File: src/rtl/id_ex_stage_reg.sv
// ID/EX pipeline register: forwards operands into EX, inserts load-use / HI-LO bubbles, freezes or flushes.
// Latency 1 cycle ID->EX. stall_i freezes the EX register; flushes seen while frozen apply on release.
// Backpressure: id_stall_o holds PC and IF/ID; define HILO_FWD_EN to forward HI/LO instead of stalling.
module id_ex_stage_reg #(
    parameter int DW   = 32,
    parameter int RW   = 5,
    parameter int AOPW = 5,
    parameter int CNTW = 16
) (
    input  logic            clk,
    input  logic            rst_n,
    input  logic            stall_i,
    input  logic            flush_i,
    input  logic            load_use_i,
    input  logic            r1_ex_i,
    input  logic            r1_mem_i,
    input  logic            r2_ex_i,
    input  logic            r2_mem_i,
    input  logic            hi_ex_i,
    input  logic            hi_mem_i,
    input  logic            lo_ex_i,
    input  logic            lo_mem_i,
    input  logic [DW-1:0]   zdx_ex_i,
    input  logic [DW-1:0]   zdx_mem_i,
    input  logic [DW-1:0]   rf_rdata1_i,
    input  logic [DW-1:0]   rf_rdata2_i,
    input  logic [DW-1:0]   hi_rdata_i,
    input  logic [DW-1:0]   lo_rdata_i,
    input  logic            id_valid_i,
    input  logic [DW-1:0]   id_pc_i,
    input  logic [DW-1:0]   id_imm_i,
    input  logic            id_regwrite_i,
    input  logic            id_hiwrite_i,
    input  logic            id_lowrite_i,
    input  logic            id_load_i,
    input  logic            id_jal_i,
    input  logic            id_hi_used_i,
    input  logic            id_lo_used_i,
    input  logic [RW-1:0]   id_wbregnum_i,
    input  logic [AOPW-1:0] id_aluop_i,
    output logic            ex_valid_o,
    output logic            ex_regwrite_o,
    output logic            ex_hiwrite_o,
    output logic            ex_lowrite_o,
    output logic            ex_load_o,
    output logic            ex_jal_o,
    output logic [RW-1:0]   ex_wbregnum_o,
    output logic [AOPW-1:0] ex_aluop_o,
    output logic [DW-1:0]   ex_pc_o,
    output logic [DW-1:0]   ex_imm_o,
    output logic [DW-1:0]   ex_op1_o,
    output logic [DW-1:0]   ex_op2_o,
    output logic [DW-1:0]   ex_hilo_o,
    output logic            id_stall_o,
    output logic [CNTW-1:0] bubble_cnt_o
);

    logic [DW-1:0] op1_fwd;
    logic [DW-1:0] op2_fwd;
    logic [DW-1:0] hilo_sel;
    logic          hilo_hz;
    logic          hz;
    logic          flush_pend;
    logic          kill;
    logic          take_id;

    // EX-stage result is younger than MEM, so it wins when both match
    always_comb begin
        op1_fwd = r1_ex_i ? zdx_ex_i : (r1_mem_i ? zdx_mem_i : rf_rdata1_i);
        op2_fwd = r2_ex_i ? zdx_ex_i : (r2_mem_i ? zdx_mem_i : rf_rdata2_i);
    end

`ifdef HILO_FWD_EN
    logic [DW-1:0] hi_fwd;
    logic [DW-1:0] lo_fwd;

    always_comb begin
        hi_fwd   = hi_ex_i ? zdx_ex_i : (hi_mem_i ? zdx_mem_i : hi_rdata_i);
        lo_fwd   = lo_ex_i ? zdx_ex_i : (lo_mem_i ? zdx_mem_i : lo_rdata_i);
        hilo_sel = id_hi_used_i ? hi_fwd : lo_fwd;
        hilo_hz  = 1'b0;
    end
`else
    // Without HI/LO forwarding, any in-flight producer forces ID to wait for retirement
    always_comb begin
        hilo_sel = id_hi_used_i ? hi_rdata_i : lo_rdata_i;
        hilo_hz  = (id_hi_used_i & (hi_ex_i | hi_mem_i)) |
                   (id_lo_used_i & (lo_ex_i | lo_mem_i));
    end
`endif

    always_comb begin
        hz         = load_use_i | hilo_hz;
        id_stall_o = stall_i | hz;
        kill       = flush_i | flush_pend;
        take_id    = ~kill & ~hz & id_valid_i;
    end

    always_ff @(posedge clk or negedge rst_n) begin
        if (!rst_n) begin
            flush_pend    <= 1'b0;
            bubble_cnt_o  <= '0;
            ex_valid_o    <= 1'b0;
            ex_regwrite_o <= 1'b0;
            ex_hiwrite_o  <= 1'b0;
            ex_lowrite_o  <= 1'b0;
            ex_load_o     <= 1'b0;
            ex_jal_o      <= 1'b0;
            ex_wbregnum_o <= '0;
            ex_aluop_o    <= '0;
            ex_pc_o       <= '0;
            ex_imm_o      <= '0;
            ex_op1_o      <= '0;
            ex_op2_o      <= '0;
            ex_hilo_o     <= '0;
        end else if (stall_i) begin
            if (flush_i) begin
                flush_pend <= 1'b1;
            end
        end else begin
            flush_pend    <= 1'b0;
            ex_valid_o    <= take_id;
            ex_regwrite_o <= take_id & id_regwrite_i;
            ex_hiwrite_o  <= take_id & id_hiwrite_i;
            ex_lowrite_o  <= take_id & id_lowrite_i;
            ex_load_o     <= take_id & id_load_i;
            ex_jal_o      <= take_id & id_jal_i;
            ex_wbregnum_o <= take_id ? id_wbregnum_i : '0;
            ex_aluop_o    <= take_id ? id_aluop_i    : '0;
            ex_pc_o       <= take_id ? id_pc_i       : '0;
            ex_imm_o      <= take_id ? id_imm_i      : '0;
            ex_op1_o      <= take_id ? op1_fwd       : '0;
            ex_op2_o      <= take_id ? op2_fwd       : '0;
            ex_hilo_o     <= take_id ? hilo_sel      : '0;
            // Only hazard bubbles are counted; a flush in the same cycle takes precedence
            if (!kill && hz && (bubble_cnt_o != '1)) begin
                bubble_cnt_o <= bubble_cnt_o + CNTW'(1);
            end
        end
    end

endmodule
File: config.mk
export PLATFORM = sky130hd
export DESIGN_NAME = id_ex_stage_reg
export DESIGN_NICKNAME = d
export VERILOG_FILES = /design/src/rtl/id_ex_stage_reg.sv
export SDC_FILE = /design/constraint.sdc
export NUM_CORES = 1
export LEC_CHECK = 0
export BUFFER_PORTS_ARGS = -buffer_cell sky130_fd_sc_hd__buf_2
export CORE_ASPECT_RATIO = 0.75
export CORE_MARGIN = 10
export CORE_UTILIZATION = 30
export DETAILED_ROUTE_END_ITERATION = 10
export GPL_TIMING_DRIVEN = 0
export SYNTH_ARGS = -nofsm -noshare
export SYNTH_HDL_FRONTEND = slang
export SYNTH_SLANG_ARGS = --single-unit
export TNS_END_PERCENT = 30
File: constraint.sdc
create_clock -name clk -period 1.8 [get_ports clk]
set_input_delay 0.09 -clock clk [delete_from_list [all_inputs] [get_ports clk]]
set_output_delay 0.09 -clock clk [all_outputs]
set_load 0.03 [all_outputs]
; After elaboration in Yosys (flattened, before gate mapping)
; Index checks and enable logic that the tools add are counted.
[totals]
regBits = 193
input_bits = 287
out_inout_bits = 193
[classes]
addsub = 1
eq_ne = 2
mux = 14
bitwise = 18
n_reduce_logical = 4
[ops]
columns = operator, count
row1 = $mux W32, 10
row2 = $add A16 B1 Y16 const B, 1
row3 = $ne A16 B16 Y1 const B, 1
row4 = $mux W5, 2
row5 = $and A1 B1 Y1, 9
row6 = $or A1 B1 Y1, 6
row7 = $not A1 Y1, 3
row8 = $logic_and A1 B1 Y1, 2
row9 = $mux W1, 2
row10 = $ne A2 B1 Y1 const B, 1
row11 = $reduce_and A2 Y1, 1
row12 = $logic_not A1 Y1, 1

; Longest topological paths before layout
; Gate-level depths: netlist of run 1.
[depth]
word_depth = 8
ltp_mapped = 8

; Least setup slack after synthesis of run 1
; Ideal clock, no wire load.
[synth_timing]
kind = reg2reg
from = reg bubble_cnt_o[0]
to = reg bubble_cnt_o[14]
t_arrival_ns = 1.840
t_required_ns = 1.720
slack_ns = -0.120
stages_incl_launch_ff = 7
path_buffers = 0
synth_period_minus_slack_ns = 1.920
cell_sequence = dfrtp_1 -> ha_1 -> and4_1 -> and2_1 -> a211o_1 -> nor3_1 -> xor2_1
[synth_between]
elab_chain_cells = 3
word_cells_on_any_way = 4
cone_classes = add/sub: 1 / eq/ne: 1 / reduce/logical: 2
[synth_rtl]
columns = item, line_no
row1 = from (decl), 55  ; output logic [CNTW-1:0] bubble_cnt_o
row2 = from (signal assigned), 137  ; bubble_cnt_o <= bubble_cnt_o + CNTW'(1);
row3 = "parallel branches: the longest is 3 deep, another holds $add A16 B1 Y16", --
; Parallel ways; which one is timed is not known.
; A chain may end at the register's enable or synchronous reset.

; Worst setup path in the final report of run 1
[layout_timing]
from = reg bubble_cnt_o[0]
to = reg bubble_cnt_o[10]
; Same word-level chain as after synthesis.

==> implementation parameters, run 1 <==
Parameter                              Value

Status
  Status    complete, no violations

STA
  Final hold viol count    0
  Final period util    98.82%
  Setup repair after global routing missed its margin    true
  Final-report setup violation count    0
  Final critical delay including setup and external delays    around 1.8 ns
  Least-Margin Pin Slew    0.7857 ns
  Peak clock frequency supported by timing    around 560 MHz
  Worst slew margin relative to its limit    47.62%
  Number of max-slew violations in the final report    0
  Slack of the critical path    roughly 0.021 ns
  Largest clock skew in the final design    0.01154 ns

Placement
  DP HPWL    29050 um
  Placer Congestion    0.8585
  Port-buffer cells    473
  Worst slack after detailed placement    -0.3088 ns
  Total cell area at the placement stage    11530 um2

Clock network
  Clock latency on the worst-skew pair    0.43 ns
  Number of CTS-inserted buffers    17
  CTS clock-pin slew for the worst setup and hold paths    around 0.07 ns
  Buffers from clock root to sink, at most    2
  H-tree levels    4
  Clock Tree Root    clkbuf_16
  Clock tree from TritonCTS    yes
  TritonCTS sink count    slightly below 200

Detailed routing
  Total routed wirelength    39030 um
  Via count    between 9000 and 10000
  Average wire per standard cell    20.66 um
  Per-cell via count in the routed design    between 4 and 5
  Residual DRC count    0
  Drt initial violations    584
  Number of optimization iterations in the first detailed-route pass    5
  Number of nets with antenna violations after routing    0

Floorplan
  Width of the die    approximately 220 um
  Site Rows    53
  Chip height    166.9 um
  Core Footprint    between 20000 and 30000 um2
  Starting utilization of the core area    between 30 and 40%
  Die area    36020 um2
  Num ports    480

Critical path
  Crit path arrival time    approximately 2.1 ns
  Register-to-register setup slack    0.02 ns
  Critical R2R Capture    bubble_cnt_o[10]
  Type of the worst setup path    flop to flop
  Data required, critical path    2.15 ns
  Top fanout value on the critical path    5
  Critical register-to-register path startpoint    bubble_cnt_o[0]
  FF-to-FF path depth    6
  Endpoint class of the critical path    flop
  CP startpoint kind    flop

Hold path
  Min-Delay Endpoint    ex_hilo_o[10]
  Worst hold start    lo_rdata_i[10]
  Hold/Removal Path Class    primary input to flop
  Worst hold path stage count    3

Logic synthesis
  Post-synthesis sequential element count    193
  Synthesized netlist cell count    slightly above 800
  Net count of the mapped netlist    1107
  Synth warn    0
  Count of unique library cells instantiated by Yosys    35
  Synthesized area    ~8600 um2
  Mapped Avg Cell Area    10.54 um2
  Cell taking the most area after synthesis    dfrtp_1
  Part of the Yosys area used for sequential elements    55.97%
  Largest cells by area after synthesis    dfrtp_1 56%, mux2i_1 11%, a22o_1 8.0%
  Share of Yosys cell area claimed by the top area cell type    55.97%

Finish
  Post-layout net count    1778
  Total area of multi-input combinational cells    approximately 3500 um2
  Final-layout fill cell count    roughly 2600
  Seq. cell area    around 4800 um2
  Area growth from synthesis to layout    61.71%
  Share of cells above drive strength 1    a little over a third
  Final design area excluding fillers    13950 um2

GRT
  Maximum number of pins on one net before global-route repair    100
  Number of antenna violations at the first check in global routing    3
  First-pass GRT wire length    59290 um
  Total global routing track utilization    20.91%
  Vias in the first global route    10060
  Sum of overflow across all layers after global routing    0

Pwr
  Total power divided by cell area    747.7 nW/um2
  Max IR drop VDD    0.5097 mV
  Static Leakage    7.505 nW

Run
  Maximum capacitance violations    0
[timing repair]
action                                  CTS  global route
setup buffers                             3             1
pin swaps                                 3             5
endpoints found under the hold margin   270             0
hold buffers                            174             0
endpoints found under the setup margin   92            28
resized for setup                         7            17
[synthesized netlist by cell type]
cell type,number
o21a_1,2
nor3_4,1
nand4_1,2
buf_1,3
o21ai_0,96
mux2i_1,96
a21o_1,1
nor2_1,72
nand2_1,105
xor2_1,8
mux2_1,1
clkbuf_1,43
buf_2,14
a211o_1,1
a22o_1,79
nor3_2,1
nand2b_1,1
and4_1,2
nand3_1,6
ha_1,1
dfrtp_1,193
inv_1,2
nand3b_1,1
o21a_2,1
o31ai_1,1
nor4_2,1
buf_4,1
buf_6,4
a211oi_2,1
and2_1,2
and3_1,3
xnor2_1,7
nor3_1,2
a21oi_1,64
nand3_2,1
[worst max path at each step]
stage | from | to | slack [ns] | depth (start not counted)
2_1_floorplan | bubble_cnt_o[0] | bubble_cnt_o[10] | -0.03 | 6
3_3_place_gp | rst_n | bubble_cnt_o[7] | -3.15 | 1
3_5_place_dp | hi_mem_i | ex_op1_o[18] | -0.31 | 7
4_1_cts | bubble_cnt_o[0] | bubble_cnt_o[14] | 0.0009 | 6
5_1_grt | bubble_cnt_o[0] | bubble_cnt_o[10] | -0.06 | 6
6_report | bubble_cnt_o[0] | bubble_cnt_o[10] | 0.02 | 6
[layout make-up]
cell class	count	share of cell area, %
Antenna cell	2	0.03586
Buffer	65	2.206
Clock buffer	21	3.371
Multi-Input combinational cell	559	25.40
Timing Repair Buffer	652	29.93
Sequential cell	193	34.65
Inverter	2	0.05380
Clock inverter	10	0.9056
Tap cell	385	3.452
[report_power, final]
| group | total [mW] | switching, mW | internal [mW] |
|---|---|---|---|
| Clock | 3.92 | 1.74 | 2.17 |
| Combinational | 1.95 | 1.06 | 0.885 |
| Sequential | 4.57 | 0.110 | 4.46 |
| Total | 10.4 | 2.91 | 7.52 |
[cells in the final DEF (no fill, tap or decap), drive strengths merged, types with 2 or more instances in the layout]
cell type	synthesis	final
and2	2	2
nor3	4	4
a21oi	64	64
dfrtp	193	193
a22o	79	79
bufinv	0	2
clkbuf	43	63
nand2	105	105
mux2i	96	96
o21a	3	3
xnor2	7	7
buf	22	501
xor2	8	8
inv	2	4
dlygate4sd3	0	174
and4	2	2
o21ai	96	96
nand4	2	2
clkinv	0	4
clkinvlp	0	2
diode	0	2
nand3	7	7
and3	3	3
nor2	72	72
[through the flow]
step | util (%) | total power, mW | std cells | TNS, ns | hold slack (ns)
3_3_place_gp | 40.76 | 6.177 | 1677 | -543.85 | 0.3070
4_1_cts | 49.43 | 10.53 | 1886 | 0 | 0.003086
2_1_floorplan | - | 5.421 | 819 | -0.08122 | -0.2056
5_1_grt | 49.51 | 10.90 | 1889 | -0.2837 | 0.06631
6_report | 49.51 | 10.43 | 1889 | 0 | 0.03204
3_5_place_dp | 40.90 | 6.209 | 1678 | -10.91 | 0.1759
[registers in the layout, summed over array words and instances, names as in the netlist]
| signal | flops |
|---|---|
| bubble_cnt_o | 16 |
| ex_aluop_o | 5 |
| ex_hilo_o | 32 |
| ex_hiwrite_o | 1 |
| ex_imm_o | 32 |
| ex_jal_o | 1 |
| ex_load_o | 1 |
| ex_lowrite_o | 1 |
| ex_op1_o | 32 |
| ex_op2_o | 32 |
| ex_pc_o | 32 |
| ex_regwrite_o | 1 |
| ex_valid_o | 1 |
| ex_wbregnum_o | 5 |
| flush_pend | 1 |
[per-layer routing]
| layer | up-vias | GRT usage (%) | part of all wire, % |
|---|---|---|---|
| li1 | 4235 | - | - |
| met1 | 4526 | 25.54 | 42 |
| met2 | 357 | 34.89 | 49 |
| met3 | 61 | 5.558 | 6.4 |
| met4 | 0 | 7.300 | 2.7 |
| met5 | - | 0 | 0 |
[critical path, stage by stage, from the launching register on]
cell and delay [ns]:
dfrtp_2 0.41, ha_2 0.19, and4_1 0.21, and2_4 0.18
a211o_4 0.37, nor3_1 0.18, xor2_1 0.17
[cell families (layout without fill, tap and decap cells)]
group	count (synthesis)	in the layout	synth area share, %
flops	193	193	55.97
fa+ha+maj	1	1	0.1450
compound gates	246	246	17.99
simple gates	200	200	9.599
xor+xnor	15	15	1.522
mux	97	97	11.27
buf+inv	67	750	3.509
other cells	0	2	0
Note: power is estimated with default switching activity, not from simulation.
==> run 2, diff against run 1 <==
--- a/config.mk
+++ b/config.mk
@@ -6,10 +6,9 @@
 export NUM_CORES = 1
 export LEC_CHECK = 0
 export BUFFER_PORTS_ARGS = -buffer_cell sky130_fd_sc_hd__buf_2
-export CORE_ASPECT_RATIO = 0.75
-export CORE_MARGIN = 10
-export CORE_UTILIZATION = 30
+export CORE_AREA = 10 10 177 179
 export DETAILED_ROUTE_END_ITERATION = 10
+export DIE_AREA = 0 0 187 189
 export GPL_TIMING_DRIVEN = 0
 export SYNTH_ARGS = -nofsm -noshare
 export SYNTH_HDL_FRONTEND = slang
==> run 2 against run 1 <==
Effect of this change:
- count of clock-buffer cells in the layout down 3
- die area is 1.9% lower
- critical path depth unchanged
- global-route usage grew 1.5 points
- first-iteration DRC count fell by 25%
- largest cell class unchanged
==> implementation parameters, run 2 (synthesis results as in run 1) <==
Parameter                              Value

Status
  Status    complete, no violations (unchanged)

Finish
  Leading cell type in the layout, fill and taps excluded    buf_2 (unchanged)
  Commonest cells after routing, fill and taps aside    486 x buf_2, 189 x dfrtp_1, 173 x dlygate4sd3_1 (was 487 x buf_2, 189 x dfrtp_1, 174 x dlygate4sd3_1)
  Seq. cell area    4835 um2 (unchanged)
  Final-layout fill cell count    2617 (was 2612)
  Final design area excluding fillers    13970 um2 (was 13950 um2)
  Area growth from synthesis to layout    61.84% (was 61.71%)
  Total area of multi-input combinational cells    3567 um2 (was 3545 um2)
  Util after Layout    50.55% (was 49.51%)
  Post-layout net count    1779 (was 1778)
  Share of cells above drive strength 1    36.37% (was 36.22%)

Floorplan
  Starting utilization of the core area    31.23% (was 30.62%)
  Die area    35340 um2 (was 36020 um2)
  Site Rows    61 (was 53)
  Chip height    189 um (was 166.9 um)
  Width of the die    187 um (was 215.8 um)
  Core Footprint    27630 um2 (was 28180 um2)
  Num ports    480 (unchanged)

Pwr
  Static Leakage    7.507 nW (was 7.505 nW)
  Net switching fraction of the power    30.92% (was 27.90%)
  Comb power frac    18.8% (was 18.7%)
  Switching pwr    3.243 mW (was 2.911 mW)
  Portion of total power attributed to sequential cells    43.7% (was 43.8%)
  Max IR drop VDD    0.5000 mV (was 0.5097 mV)
  Total power divided by cell area    750.9 nW/um2 (was 747.7 nW/um2)
  Internal power    7.244 mW (was 7.523 mW)
  Clock share of power    37.5% (about the same)

Detailed routing
  Met1 layer wirelength in the final routing    16390 um (was 16440 um)
  Number of nets with antenna violations after routing    0 (unchanged)
  Drt initial violations    439 (was 584)
  Via count    9217 (was 9179)
  Residual DRC count    0 (unchanged)
  Highest Signal Layer    met5 (was met4)
  Length of routed met2 wiring    20310 um (was 19040 um)
  Per-cell via count in the routed design    4.882 (was 4.859)
  Total routed wirelength    41200 um (was 39030 um)
  Number of optimization iterations in the first detailed-route pass    4 (was 5)
  Average wire per standard cell    21.82 um (was 20.66 um)
  Met3 wire length    3405 um (was 2490 um)

Clock network
  Clock latency on the worst-skew pair    0.44 ns (was 0.43 ns)
  Clock Tree Root    clkbuf_16 (unchanged)
  Clock tree from TritonCTS    yes (unchanged)
  H-tree levels    4 (unchanged)
  CTS clock-pin slew for the worst setup and hold paths    0.09 ns (was 0.07 ns)
  Buffers from clock root to sink, at most    2 (unchanged)
  Number of CTS-inserted buffers    17 (unchanged)
  TritonCTS sink count    193 (unchanged)

Run
  Maximum capacitance violations    0 (unchanged)

STA
  Worst slew margin relative to its limit    42.00% (was 47.62%)
  Final critical delay including setup and external delays    1.722 ns (was 1.779 ns)
  Peak clock frequency supported by timing    580.8 MHz (was 562.2 MHz)
  Final hold viol count    0 (unchanged)
  Setup repair after global routing missed its margin    true (unchanged)
  Final-report setup violation count    0 (unchanged)
  Final period util    95.65% (was 98.82%)
  Slack of the critical path    0.07822 ns (was 0.02131 ns)
  Largest clock skew in the final design    0.02238 ns (was 0.01154 ns)
  Least-Margin Pin Slew    0.8701 ns (was 0.7857 ns)
  Number of max-slew violations in the final report    0 (unchanged)

Critical path
  Type of the worst setup path    flop to flop (unchanged)
  Data required, critical path    2.14 ns (was 2.15 ns)
  CP startpoint kind    flop (unchanged)
  Top fanout value on the critical path    5 (unchanged)
  Endpoint class of the critical path    flop (unchanged)
  Crit path arrival time    2.06 ns (was 2.13 ns)

Placement
  Total cell area at the placement stage    11520 um2 (was 11530 um2)
  Worst slack after detailed placement    -0.2839 ns (was -0.3088 ns)
  Placer Congestion    0.8580 (was 0.8585)
  Port-buffer cells    473 (unchanged)
  DP HPWL    31120 um (was 29050 um)

GRT
  Sum of overflow across all layers after global routing    0 (unchanged)
  First-pass GRT wire length    62340 um (was 59290 um)
  Number of antenna violations at the first check in global routing    7 (was 3)
  Maximum number of pins on one net before global-route repair    101 (was 100)
  Total global routing track utilization    22.43% (was 20.91%)
  Vias in the first global route    10120 (was 10060)

Hold path
  Hold/Removal Path Class    primary input to flop (unchanged)
==> run 2: cell count changes in the layout (fill, tap and decap cells not counted), moves of 2 or more <==
cell,delta
o21ai_0,+6
o21ai_1,-6
diode_2,+4
inv_8,+4
clkbuf_8,-3
buf_6,+2
bufinv_16,-2
clkinv_8,+2
inv_6,+2
==> run 2: per-layer routing <==
layer	up-vias	track usage, %
met5	-	0
met4	6	7.723
met3	51	7.148
met2	443	37.96
met1	4469	26.33
li1	4248	-
==> run 2: metrics by stage <==
step | TNS, ns | total power [mW] | cells | hold WS [ns]
floorplan | -0.08122 | 5.421 | 819 | -0.2056
global placement | -557.29 | 6.209 | 1670 | 0.3077
detailed placement | -10.78 | 6.242 | 1671 | 0.1564
CTS | -0.01789 | 10.54 | 1880 | 0.004410
global route | -0.05405 | 10.89 | 1886 | 0.02939
finish | 0 | 10.49 | 1888 | 0.007045
==> run 2: final cells by class <==
cell class / count / share of cell area [%]
repair buffers: 653 / 29.97
diodes: 6 / 0.1075
inverters: 2 / 0.05375
clock buffers: 18 / 3.073
flip-flops and latches: 193 / 34.62
clock inverters: 14 / 1.120
well taps: 378 / 3.386
plain buffers: 65 / 2.132
multi-input cells: 559 / 25.54
==> run 2: timing repair <==
action                                  CTS  global route
pin swaps                                 4             8
hold endpoints to repair                261             0
hold buffers                            173             0
gates resized for setup                  10             8
endpoints found under the setup margin   85            23
buffers inserted                          4             2
gates cloned                              0             0
==> run 2: power groups by stage <==
stage | Clock, mW | Combinational, mW | Sequential (mW)
3_5_place_dp | 0 | 1.57 | 4.67
4_1_cts | 4.00 | 1.97 | 4.57
6_report | 3.93 | 1.98 | 4.58
2_1_floorplan | 0 | 0.518 | 4.90
3_3_place_gp | 0 | 1.54 | 4.67
5_1_grt | 4.16 | 2.14 | 4.60
==> run 2: worst paths after layout <==
kind,start,endpoint,slack (ns),depth (start not counted)
max,bubble_cnt_o[1],bubble_cnt_o[8],0.08,6
min reg2reg,ex_op1_o[28],ex_op1_o[28],0.48,2
max in group asynchronous,rst_n,ex_pc_o[17],0.59,3
min in group asynchronous,rst_n,ex_op2_o[16],0.22,2
max reg2reg,bubble_cnt_o[1],bubble_cnt_o[8],0.08,6
min,lo_rdata_i[15],ex_hilo_o[15],0.007,3
==> run 2: critical path: stages, from the launching register on <==
cell and delay [ns]:
dfrtp_2 0.43, ha_4 0.17, and4_1 0.21, and2_4 0.18, a211o_4 0.36, nor2_1 0.12, xor2_1 0.16
==> run 3, diff against run 2 <==
--- a/config.mk
+++ b/config.mk
@@ -10,6 +10,7 @@
 export DETAILED_ROUTE_END_ITERATION = 10
 export DIE_AREA = 0 0 187 189
 export GPL_TIMING_DRIVEN = 0
+export REMOVE_ABC_BUFFERS = 1
 export SYNTH_ARGS = -nofsm -noshare
 export SYNTH_HDL_FRONTEND = slang
 export SYNTH_SLANG_ARGS = --single-unit
==> run 3 against run 2 <==
Effect of this change:
- worst setup slack worse by 0.044 ns
- via count decreased by 4.1%
- maximum frequency shrank 2.5%
- sequential cell count is the same
- sequential power hardly changed
- global-route usage fell by 1.9 points
- routed wire length decreased by 9.5%
- clock skew decreased by 0.0099 ns
- critical path depth is the same
- critical path type unchanged
- largest cell class unchanged
- largest power group unchanged
==> implementation parameters, run 3 (synthesis results as in run 1) <==
Parameter                              Value

Status
  Status    complete, no violations (unchanged)

Critical path
  Endpoint class of the critical path    flop (unchanged)
  Top fanout value on the critical path    5 (unchanged)
  Type of the worst setup path    flop to flop (unchanged)
  Delay of the slowest critical-path stage    0.41 ns (was 0.43 ns)
  Data required, critical path    2.15 ns (was 2.14 ns)
  Highest-delay cell along the critical path    dfrtp_1 (was dfrtp_2)
  CP startpoint kind    flop (unchanged)
  Register-to-register setup slack    0.03 ns (was 0.08 ns)
  Crit path arrival time    2.12 ns (was 2.06 ns)
  Kind of cell adding the most delay to the critical path    simple AND/OR/NAND/NOR gates (unchanged)
  Ordered cell list for the critical path    nor3_4 -> buf_4 -> nand2_1 -> a211o_4 -> nor3_2 -> xor2_1 (was ha_4 -> and4_1 -> and2_4 -> a211o_4 -> nor2_1 -> xor2_1)
  CP Buf/Inv Count    1 (was 0)

STA
  Slack of the critical path    0.03465 ns (was 0.07822 ns)
  Number of max-slew violations in the final report    0 (unchanged)
  Setup repair after global routing missed its margin    true (unchanged)
  Peak clock frequency supported by timing    566.5 MHz (was 580.8 MHz)
  Final period util    98.07% (was 95.65%)
  Worst slew margin relative to its limit    19.50% (was 42.00%)
  Least-Margin Pin Slew    1.207 ns (was 0.8701 ns)
  Setup TNS    0 ns (unchanged)
  Largest clock skew in the final design    0.01246 ns (was 0.02238 ns)
  Final hold viol count    0 (unchanged)
  Final-report setup violation count    0 (unchanged)
  Final critical delay including setup and external delays    1.765 ns (was 1.722 ns)

GRT
  First-pass GRT wire length    57510 um (was 62340 um)
  Number of antenna violations at the first check in global routing    4 (was 7)
  Total global routing track utilization    20.57% (was 22.43%)
  Vias in the first global route    9586 (was 10120)
  Maximum number of pins on one net before global-route repair    115 (was 101)
  Sum of overflow across all layers after global routing    0 (unchanged)

Placement
  DP HPWL    25780 um (was 31120 um)
  Placer Congestion    0.8096 (was 0.8580)
  Placed Cells    1614 (was 1671)
  Port-buffer cells    479 (was 473)
  Worst slack after detailed placement    -0.6596 ns (was -0.2839 ns)

Clock network
  TritonCTS sink count    193 (unchanged)
  Buffers from clock root to sink, at most    2 (unchanged)
  H-tree levels    4 (unchanged)
  CTS clock-pin slew for the worst setup and hold paths    0.08 ns (was 0.09 ns)
  Clock tree from TritonCTS    yes (unchanged)
  Clock Tree Root    clkbuf_16 (unchanged)
  Clock latency on the worst-skew pair    0.44 ns (about the same)
  Number of CTS-inserted buffers    17 (unchanged)

Pwr
  Max IR drop VDD    0.5417 mV (was 0.5000 mV)
  Static Leakage    7.442 nW (was 7.507 nW)
  Total power divided by cell area    760.5 nW/um2 (was 750.9 nW/um2)

Floorplan
  Num ports    480 (unchanged)
  Width of the die    187 um (unchanged)
  Starting utilization of the core area    31.23% (unchanged)
  Core Footprint    27630 um2 (unchanged)
  Die area    35340 um2 (unchanged)
  Chip height    189 um (unchanged)
  Site Rows    61 (unchanged)

Detailed routing
  Total routed wirelength    37280 um (was 41200 um)
  Number of nets with antenna violations after routing    0 (unchanged)
  Number of optimization iterations in the first detailed-route pass    5 (was 4)
  Drt initial violations    416 (was 439)
  Average wire per standard cell    20.31 um (was 21.82 um)
  Residual DRC count    0 (unchanged)
  Via count    8840 (was 9217)
  Per-cell via count in the routed design    4.817 (was 4.882)

Finish
  Area growth from synthesis to layout    60.52% (was 61.84%)
  Number of standard cells in the layout, taps in and fillers out    1835 (was 1888)
  Leading cell type in the layout, fill and taps excluded    buf_2 (unchanged)
  Post-layout net count    1728 (was 1779)
  Commonest cells after routing, fill and taps aside    476 x buf_2, 193 x dfrtp_1, 177 x dlygate4sd3_1 (was 486 x buf_2, 189 x dfrtp_1, 173 x dlygate4sd3_1)
  Share of cells above drive strength 1    36.89% (was 36.37%)

Run
  Maximum capacitance violations    0 (unchanged)

Hold path
  Hold/Removal Path Class    primary input to flop (unchanged)
## run 3: cell types whose count changed in the layout (fill, tap and decap cells not counted), sizes merged
cell	delta
clkbuf	-44
buf	-14
dlygate4sd3	+4
inv	-3
bufinv	+2
diode	-2
and3	+1
clkinv	+1
clkinvlp	+1
nand3	+1
## run 3: area by class of cell
| class | count | area [um2] |
|---|---|---|
| tap | 378 | 473.0 |
| antenna | 4 | 10.01 |
| timing repair buffer | 665 | 4320 |
| fill | 2543 | 13780 |
| sequential | 193 | 4830 |
| clock inverter | 15 | 195.2 |
| clock buffer | 17 | 425.4 |
| multi-input combinational | 561 | 3591 |
| inverter | 2 | 7.507 |
## run 3: timing repair
action                                  CTS  global route
hold buffers                            177             0
hold endpoints to repair                270             0
resized for setup                        10            12
gates cloned                              2             0
setup buffers                             6             0
endpoints found under the setup margin  147            75
pin swaps                                 9             8
## run 3: through the flow
| step | instance area (um2) | hold slack, ns | util (%) | total power [mW] |
|---|---|---|---|---|
| after global routing | 13850 | 0.07622 | 50.13 | 11.05 |
| after CTS | 13820 | 0.03067 | 50.02 | 10.65 |
| after detailed placement | 11310 | 0.1848 | 40.93 | 6.157 |
| final | 13850 | 0.05893 | 50.14 | 10.53 |
| after floorplan | 8334 | -0.2056 | - | 5.275 |
| after global placement | 11200 | 0.3073 | 40.55 | 6.115 |
## run 3: worst register-to-register path: stages (launching register included)
cell and delay (ns):
dfrtp_1 0.41, nor3_4 0.33, buf_4 0.20, nand2_1 0.07
a211o_4 0.35, nor3_2 0.18, xor2_1 0.16
## run 3: layer usage
metal  global-route usage [%]  up-vias  share of wire [%]
met3                    7.846       46                8.5
met4                    6.638        2                2.3
met2                    34.39      378                 49
li1                         -     4150                  -
met1                    23.88     4264                 40
met5                        0        -              0.019
## run 3: worst paths after layout
check	from	end	cells past startpoint
max	flush_pend	bubble_cnt_o[14]	6
min in group asynchronous	rst_n	ex_op1_o[18]	2
max in group asynchronous	rst_n	bubble_cnt_o[14]	3
min	rf_rdata2_i[7]	ex_op2_o[7]	5
min reg2reg	ex_op1_o[19]	ex_op1_o[19]	2
max reg2reg	flush_pend	bubble_cnt_o[14]	6
## run 3: power by group
part | internal (mW) | switching [mW]
clock network | 2.12 | 1.92
logic | 0.889 | 1.04
registers | 4.46 | 0.112
